**src/rtl/a_16bits_rf_plus_alu_if.sv**
```systemverilog
// a_16bits_rf_plus_alu_if: control, data and result signals of the RF + ALU datapath slice
interface a_16bits_rf_plus_alu_if;
  logic        RF_Write_en;
  logic [2:0]  Rd_ddd_to_RF;
  logic [2:0]  Rm_mmm_to_RF;
  logic [2:0]  Rn_nnn_to_RF;
  logic        Mem_to_RF_Sel;
  logic [15:0] MemDataReg_to_RF;
  logic        RA_Data_CE;
  logic        RB_Data_CE;
  logic        ALU_A_Sel;
  logic [1:0]  ALU_B_Sel;
  logic [15:0] PC_to_ALU_A;
  logic [15:0] Instr;
  logic [1:0]  Imm_Sel;
  logic        ALU_Control;
  logic        ALUOut_CE;
  logic [15:0] ALU_S;
  logic [15:0] ALU_Out;
  logic [3:0]  NZVC;
  modport master (
    output RF_Write_en, Rd_ddd_to_RF, Rm_mmm_to_RF, Rn_nnn_to_RF, Mem_to_RF_Sel, MemDataReg_to_RF,
           RA_Data_CE, RB_Data_CE, ALU_A_Sel, ALU_B_Sel, PC_to_ALU_A, Instr, Imm_Sel, ALU_Control, ALUOut_CE,
    input  ALU_S, ALU_Out, NZVC
  );
  modport slave (
    input  RF_Write_en, Rd_ddd_to_RF, Rm_mmm_to_RF, Rn_nnn_to_RF, Mem_to_RF_Sel, MemDataReg_to_RF,
           RA_Data_CE, RB_Data_CE, ALU_A_Sel, ALU_B_Sel, PC_to_ALU_A, Instr, Imm_Sel, ALU_Control, ALUOut_CE,
    output ALU_S, ALU_Out, NZVC
  );
endinterface

```
**src/rtl/a_16bits_rf_plus_alu.sv**
```systemverilog
// a_16bits_rf_plus_alu: 8x16 register file, RA/RB operand registers, add/sub ALU with latched result and NZVC
module a_16bits_rf_plus_alu (
  input logic clk,
  input logic rst_n,
  a_16bits_rf_plus_alu_if.slave bus
);
  logic [15:0] rf [8];
  logic [15:0] ra, rb, imm, a, b, bx, s, wd, alu_out;
  logic [16:0] sum;
  logic [3:0] nzvc;
  logic v;
  // immediate generation, A/B source muxes, adder with carry/overflow and writeback select
  always_comb begin
    imm = bus.Imm_Sel == 2'b00 ? {{11{bus.Instr[4]}}, bus.Instr[4:0]} :
          bus.Imm_Sel == 2'b01 ? {{8{bus.Instr[7]}}, bus.Instr[7:0]} :
          bus.Imm_Sel == 2'b10 ? {8'h00, bus.Instr[7:0]} : 16'h0000;
    a = bus.ALU_A_Sel ? ra : bus.PC_to_ALU_A;
    b = bus.ALU_B_Sel == 2'b00 ? rb : bus.ALU_B_Sel == 2'b01 ? imm : bus.ALU_B_Sel == 2'b10 ? 16'h0001 : 16'h0000;
    bx = bus.ALU_Control ? ~b : b;
    sum = {1'b0, a} + {1'b0, bx} + {16'h0000, bus.ALU_Control};
    s = sum[15:0];
    v = (bus.ALU_Control ? a[15] != b[15] : a[15] == b[15]) && s[15] != a[15];
    wd = bus.Mem_to_RF_Sel ? bus.MemDataReg_to_RF : alu_out;
  end
  // register file write, operand capture (old value on same-edge write) and result/flag latch
  always_ff @(posedge clk or negedge rst_n)
    if (!rst_n) begin
      for (int i = 0; i < 8; i++) rf[i] <= '0;
      ra <= '0;
      rb <= '0;
      alu_out <= '0;
      nzvc <= '0;
    end else begin
      if (bus.RF_Write_en) rf[bus.Rd_ddd_to_RF] <= wd;
      if (bus.RA_Data_CE) ra <= rf[bus.Rm_mmm_to_RF];
      if (bus.RB_Data_CE) rb <= rf[bus.Rn_nnn_to_RF];
      if (bus.ALUOut_CE) begin
        alu_out <= s;
        nzvc <= {s[15], s == 16'h0000, v, sum[16]};
      end
    end
  assign bus.ALU_S = s;
  assign bus.ALU_Out = alu_out;
  assign bus.NZVC = nzvc;
endmodule

```
**src/flat_wrapper.sv**
```systemverilog
// flat-port wrapper written by rule: the top's interface ports become plain ports
module a_16bits_rf_plus_alu_flat 
  (clk, rst_n, bus_RF_Write_en, bus_Rd_ddd_to_RF, bus_Rm_mmm_to_RF, bus_Rn_nnn_to_RF, bus_Mem_to_RF_Sel, bus_MemDataReg_to_RF, bus_RA_Data_CE, bus_RB_Data_CE, bus_ALU_A_Sel, bus_ALU_B_Sel, bus_PC_to_ALU_A, bus_Instr, bus_Imm_Sel, bus_ALU_Control, bus_ALUOut_CE, bus_ALU_S, bus_ALU_Out, bus_NZVC);
  a_16bits_rf_plus_alu_if bus_i ();
  input logic clk;
  input logic rst_n;
  input wire logic [$bits(bus_i.RF_Write_en)-1:0] bus_RF_Write_en;
  input wire logic [$bits(bus_i.Rd_ddd_to_RF)-1:0] bus_Rd_ddd_to_RF;
  input wire logic [$bits(bus_i.Rm_mmm_to_RF)-1:0] bus_Rm_mmm_to_RF;
  input wire logic [$bits(bus_i.Rn_nnn_to_RF)-1:0] bus_Rn_nnn_to_RF;
  input wire logic [$bits(bus_i.Mem_to_RF_Sel)-1:0] bus_Mem_to_RF_Sel;
  input wire logic [$bits(bus_i.MemDataReg_to_RF)-1:0] bus_MemDataReg_to_RF;
  input wire logic [$bits(bus_i.RA_Data_CE)-1:0] bus_RA_Data_CE;
  input wire logic [$bits(bus_i.RB_Data_CE)-1:0] bus_RB_Data_CE;
  input wire logic [$bits(bus_i.ALU_A_Sel)-1:0] bus_ALU_A_Sel;
  input wire logic [$bits(bus_i.ALU_B_Sel)-1:0] bus_ALU_B_Sel;
  input wire logic [$bits(bus_i.PC_to_ALU_A)-1:0] bus_PC_to_ALU_A;
  input wire logic [$bits(bus_i.Instr)-1:0] bus_Instr;
  input wire logic [$bits(bus_i.Imm_Sel)-1:0] bus_Imm_Sel;
  input wire logic [$bits(bus_i.ALU_Control)-1:0] bus_ALU_Control;
  input wire logic [$bits(bus_i.ALUOut_CE)-1:0] bus_ALUOut_CE;
  output wire logic [$bits(bus_i.ALU_S)-1:0] bus_ALU_S;
  output wire logic [$bits(bus_i.ALU_Out)-1:0] bus_ALU_Out;
  output wire logic [$bits(bus_i.NZVC)-1:0] bus_NZVC;
  assign bus_i.RF_Write_en = bus_RF_Write_en;
  assign bus_i.Rd_ddd_to_RF = bus_Rd_ddd_to_RF;
  assign bus_i.Rm_mmm_to_RF = bus_Rm_mmm_to_RF;
  assign bus_i.Rn_nnn_to_RF = bus_Rn_nnn_to_RF;
  assign bus_i.Mem_to_RF_Sel = bus_Mem_to_RF_Sel;
  assign bus_i.MemDataReg_to_RF = bus_MemDataReg_to_RF;
  assign bus_i.RA_Data_CE = bus_RA_Data_CE;
  assign bus_i.RB_Data_CE = bus_RB_Data_CE;
  assign bus_i.ALU_A_Sel = bus_ALU_A_Sel;
  assign bus_i.ALU_B_Sel = bus_ALU_B_Sel;
  assign bus_i.PC_to_ALU_A = bus_PC_to_ALU_A;
  assign bus_i.Instr = bus_Instr;
  assign bus_i.Imm_Sel = bus_Imm_Sel;
  assign bus_i.ALU_Control = bus_ALU_Control;
  assign bus_i.ALUOut_CE = bus_ALUOut_CE;
  assign bus_ALU_S = bus_i.ALU_S;
  assign bus_ALU_Out = bus_i.ALU_Out;
  assign bus_NZVC = bus_i.NZVC;
  a_16bits_rf_plus_alu u_core (.clk(clk), .rst_n(rst_n), .bus(bus_i));
endmodule
```
**config.mk**
```make
export PLATFORM = sky130hd
export DESIGN_NAME = a_16bits_rf_plus_alu_flat
export DESIGN_NICKNAME = d
export VERILOG_FILES = /design/src/rtl/a_16bits_rf_plus_alu_if.sv /design/src/rtl/a_16bits_rf_plus_alu.sv /design/src/flat_wrapper.sv
export SDC_FILE = /design/constraint.sdc
export NUM_CORES = 1
export LEC_CHECK = 0
export BUFFER_PORTS_ARGS = -buffer_cell sky130_fd_sc_hd__buf_4
export CORE_ASPECT_RATIO = 1.5
export CORE_MARGIN = 1
export CORE_UTILIZATION = 58
export DETAILED_ROUTE_END_ITERATION = 8
export GPL_TIMING_DRIVEN = 1
export PLACE_DENSITY = 0.79
export SETUP_SLACK_MARGIN = 0.15
export SLEW_MARGIN = 10
export SYNTH_ARGS = -nofsm -noshare
export SYNTH_HDL_FRONTEND = slang
export SYNTH_SLANG_ARGS = --single-unit
```
**constraint.sdc**
```tcl
create_clock -name clk -period 13.35 [get_ports clk]
set_input_delay 2.67 -clock clk [delete_from_list [all_inputs] [get_ports clk]]
set_output_delay 2.67 -clock clk [all_outputs]
set_load 0.1 [all_outputs]
```
==> metrics.txt <==
initial antenna violation count=0; most common cell after layout, fill and taps aside=dfrtp_1; Max VDD drop=237.2 µV; vias=7189; fin crit share=0.6827; vias per inst=6.197; clk slew on worst S/H paths=around 70 ps; CTS H-tree lvls=4; antenna diode count=0; Global Route Usage Sum=0.2847; r2r endpoint=u_core.bus.NZVC[2]$_DFFE_PN0P_; drt drc=0; max-slew violations=0; FMAX=roughly 110 MHz; Layout area overhead=13.40%; status=complete, no violations; family with the most delay on the worst path=compound AO/OA/AOI/OAI gates; Synth warnings=0; Die Y=about 160 µm; FF-to-FF Start=u_core.rb[0]$_DFFE_PN0P_; mux cell area share after synthesis=0.2329; Core Region=0.01633 mm²; FF+latch count, synth=179; Crit path required time=10680 ps; final WL=about 23000 µm; Port-buffer cells=97; WHS Path Cells=2; Root Buffer=clkbuf_16; drt pass-1 iters=5; HP Start=u_core.bus.NZVC[2]$_DFFE_PN0P_; hpwl dp=15240 µm; cts repair resizes=0; share of cells above drive strength 1=0.2600; share of the yosys chip area belonging to registers=0.4596; Slowest-stage cell, CP=a2111oi_0; CP arrival=6440 ps; Remaining Overflow, GRT=0; Tightest Pin Transition=1026 ps; row cnt=57; Setup TNS Final=0 ps; Power Total=roughly 2.4 mW; most frequent cells in the layout=179 x dfrtp_1, 113 x a21oi_1, 109 x nor2_1; Mean Syn Cell Area=between 10 and 15 µm²; Max Root-Sink Buffers=2; Final ANT Viol Nets=0; Hold Path End=u_core.bus.NZVC[2]$_DFFE_PN0P_; Synth Area in XOR/XNOR=0.02606; Hold Crit Class=reg2reg; final hold violation count=0; unique cell type count in the Yosys netlist=52; RSZ-0062 raised after global routing=no; DRT iter0 DRCs=616; largest family of logic cells by synthesized area=multiplexers; clk sinks=179; pin count of the biggest net entering global routing=111; reg2reg setup slack=9440 ps; Max-cap violations=0; nets=1027; critical path cell sequence=buf_4 -> nand2b_1 -> a21boi_0 -> o21ai_0 -> nor2b_1 -> o21ai_0 -> xnor2_1 -> ha_1 -> and3_4 -> a221o_1 -> a2111oi_0 -> o21bai_1 -> xor2_1 -> buf_4; P per Cell Area=221.2 mW/mm²; Leak=4.775 nW; TritonCTS clock tree=done; minimum clock period=slightly above 9000 ps; clock latency on the worst-skew pair=420 ps; CTS Buf Count=17; Synth Area in Compound Gates=0.1252; DIE WIDTH=107.8 µm; Post-Synth Adder-Cell Area=0.02131; Startpoint Class=input pin; Post-synth ARST share=1.000; Starting Density=0.5968; simple-gate share of the synthesized area=0.09692; Mapped Nets=about 980; Post-Synthesis Cells=890; Post-CTS Hold Buffers=0; worst clock skew=8.977 ps; vias in the first global route=7266; CP endpoint kind=output pin; Die ar.=0.01734 mm²; FF-to-FF path depth=13; CP Class=in2out; Post-CTS Setup Bufs=0; first-pass GRT wire length=between 30000 and 40000 µm; gpl congestion=0.9007; Top-Level Pins=106; Final setup viols=0; Rel. slew slack=0.3161; Post-synth EDFFs=0; slowest stage delay, CP=560 ps; CP Buf/Inv Count=2; mapped cell area=0.009747 mm²; dominant synthesized flop cell=dfrtp_1; wire per inst=roughly 20 µm; CP Max Fanout=8
metrics by stage:
stage / cells / setup WS, ps / hold slack, ps / util / area, µm²
3_3_place_gp: 1128 / 4376 / 473.2 / 0.6418 / 10480
5_1_grt: 1160 / 3910 / 511.0 / 0.6768 / 11050
6_report: 1160 / 4236 / 488.3 / 0.6768 / 11050
2_1_floorplan: 890 / 5014 / 460.9 / - / 9747
4_1_cts: 1160 / 4260 / 490.1 / 0.6768 / 11050
3_5_place_dp: 1128 / 4281 / 475.2 / 0.6418 / 10480
synthesized netlist by cell type, drive strengths merged, types with 2 or more instances:
cell type	number	area, µm²
o31ai	3	41.29
or3	2	12.51
clkbuf	45	168.9
and3	3	23.77
a2111oi	3	32.53
nor2b	4	25.02
nor2	109	409.1
or4	2	15.01
a21o	5	42.54
o21ai	75	375.4
ha	15	187.7
a221o	2	20.02
nand4b	4	35.03
xnor2	20	175.2
mux2i	49	490.5
a211oi	4	40.03
a21oi	114	574.3
nand2b	3	18.77
a22oi	4	30.03
nand3	4	20.02
or2	2	12.52
buf	29	172.7
dfrtp	179	4479
o21bai	2	15.01
mux2	30	337.8
nor3b	2	15.01
nand2	75	281.5
mux4	64	1441
inv	8	30.03
nor3	9	50.05
xor2	9	78.83
state kept, by name, summed over array words and instances, names as in the netlist:
name / cells
u_core.rb: 16
u_core.bus.NZVC: 4
u_core.bus.ALU_Out: 15
u_core.rf: 128
u_core.ra: 16
power by group:
part | switching, mW | internal [mW]
registers | 0.123 | 0.712
logic | 0.771 | 0.356
clock network | 0.217 | 0.266
total | 1.11 | 1.33
how the worst max path moves through the flow:
stage / depth (start not counted) / slack (ps) / from / to
5_1_grt: 14 / 3910 / bus_Imm_Sel[0] / bus_ALU_S[15]
3_3_place_gp: 14 / 4380 / bus_Imm_Sel[0] / bus_ALU_S[15]
4_1_cts: 14 / 4260 / bus_Imm_Sel[0] / bus_ALU_S[14]
3_5_place_dp: 14 / 4280 / bus_Imm_Sel[0] / bus_ALU_S[14]
6_report: 14 / 4240 / bus_Imm_Sel[0] / bus_ALU_S[14]
2_1_floorplan: 13 / 5010 / bus_Imm_Sel[0] / bus_ALU_S[15]
layout make-up:
cell class,count,area [µm²]
clock buffers,20,446.7
clock inverters,12,123.9
fillers,1239,5279
inverters,8,30.03
multi-input cells,629,4916
flip-flops and latches,179,4479
well taps,206,257.7
repair buffers,106,799.5
metal layers:
metal	wire length, µm	up-vias	GRT usage
li1	-	3297	-
met1	9001	3595	0.3376
met2	12400	245	0.5012
met3	1235	52	0.05032
met4	763	0	0.1239
met5	0	-	0
cell families (layout without fill, tap and decap cells):
logic type / after synthesis / in the layout
AND/OR/NAND/NOR: 223 / 223
AO/OA/AOI/OAI: 218 / 218
flip-flops: 179 / 179
multiplexers: 143 / 143
buffers and inverters: 82 / 146
XOR/XNOR: 29 / 29
adder cells (fa/ha/maj): 16 / 16
worst min-delay path: cells and delay by family, from the launching register on:
kind | cells | cell delay [ps]
flops | 1 | 340
simple gates | 1 | 60
compound gates | 1 | 50
(Power assumes the default switching activity.)
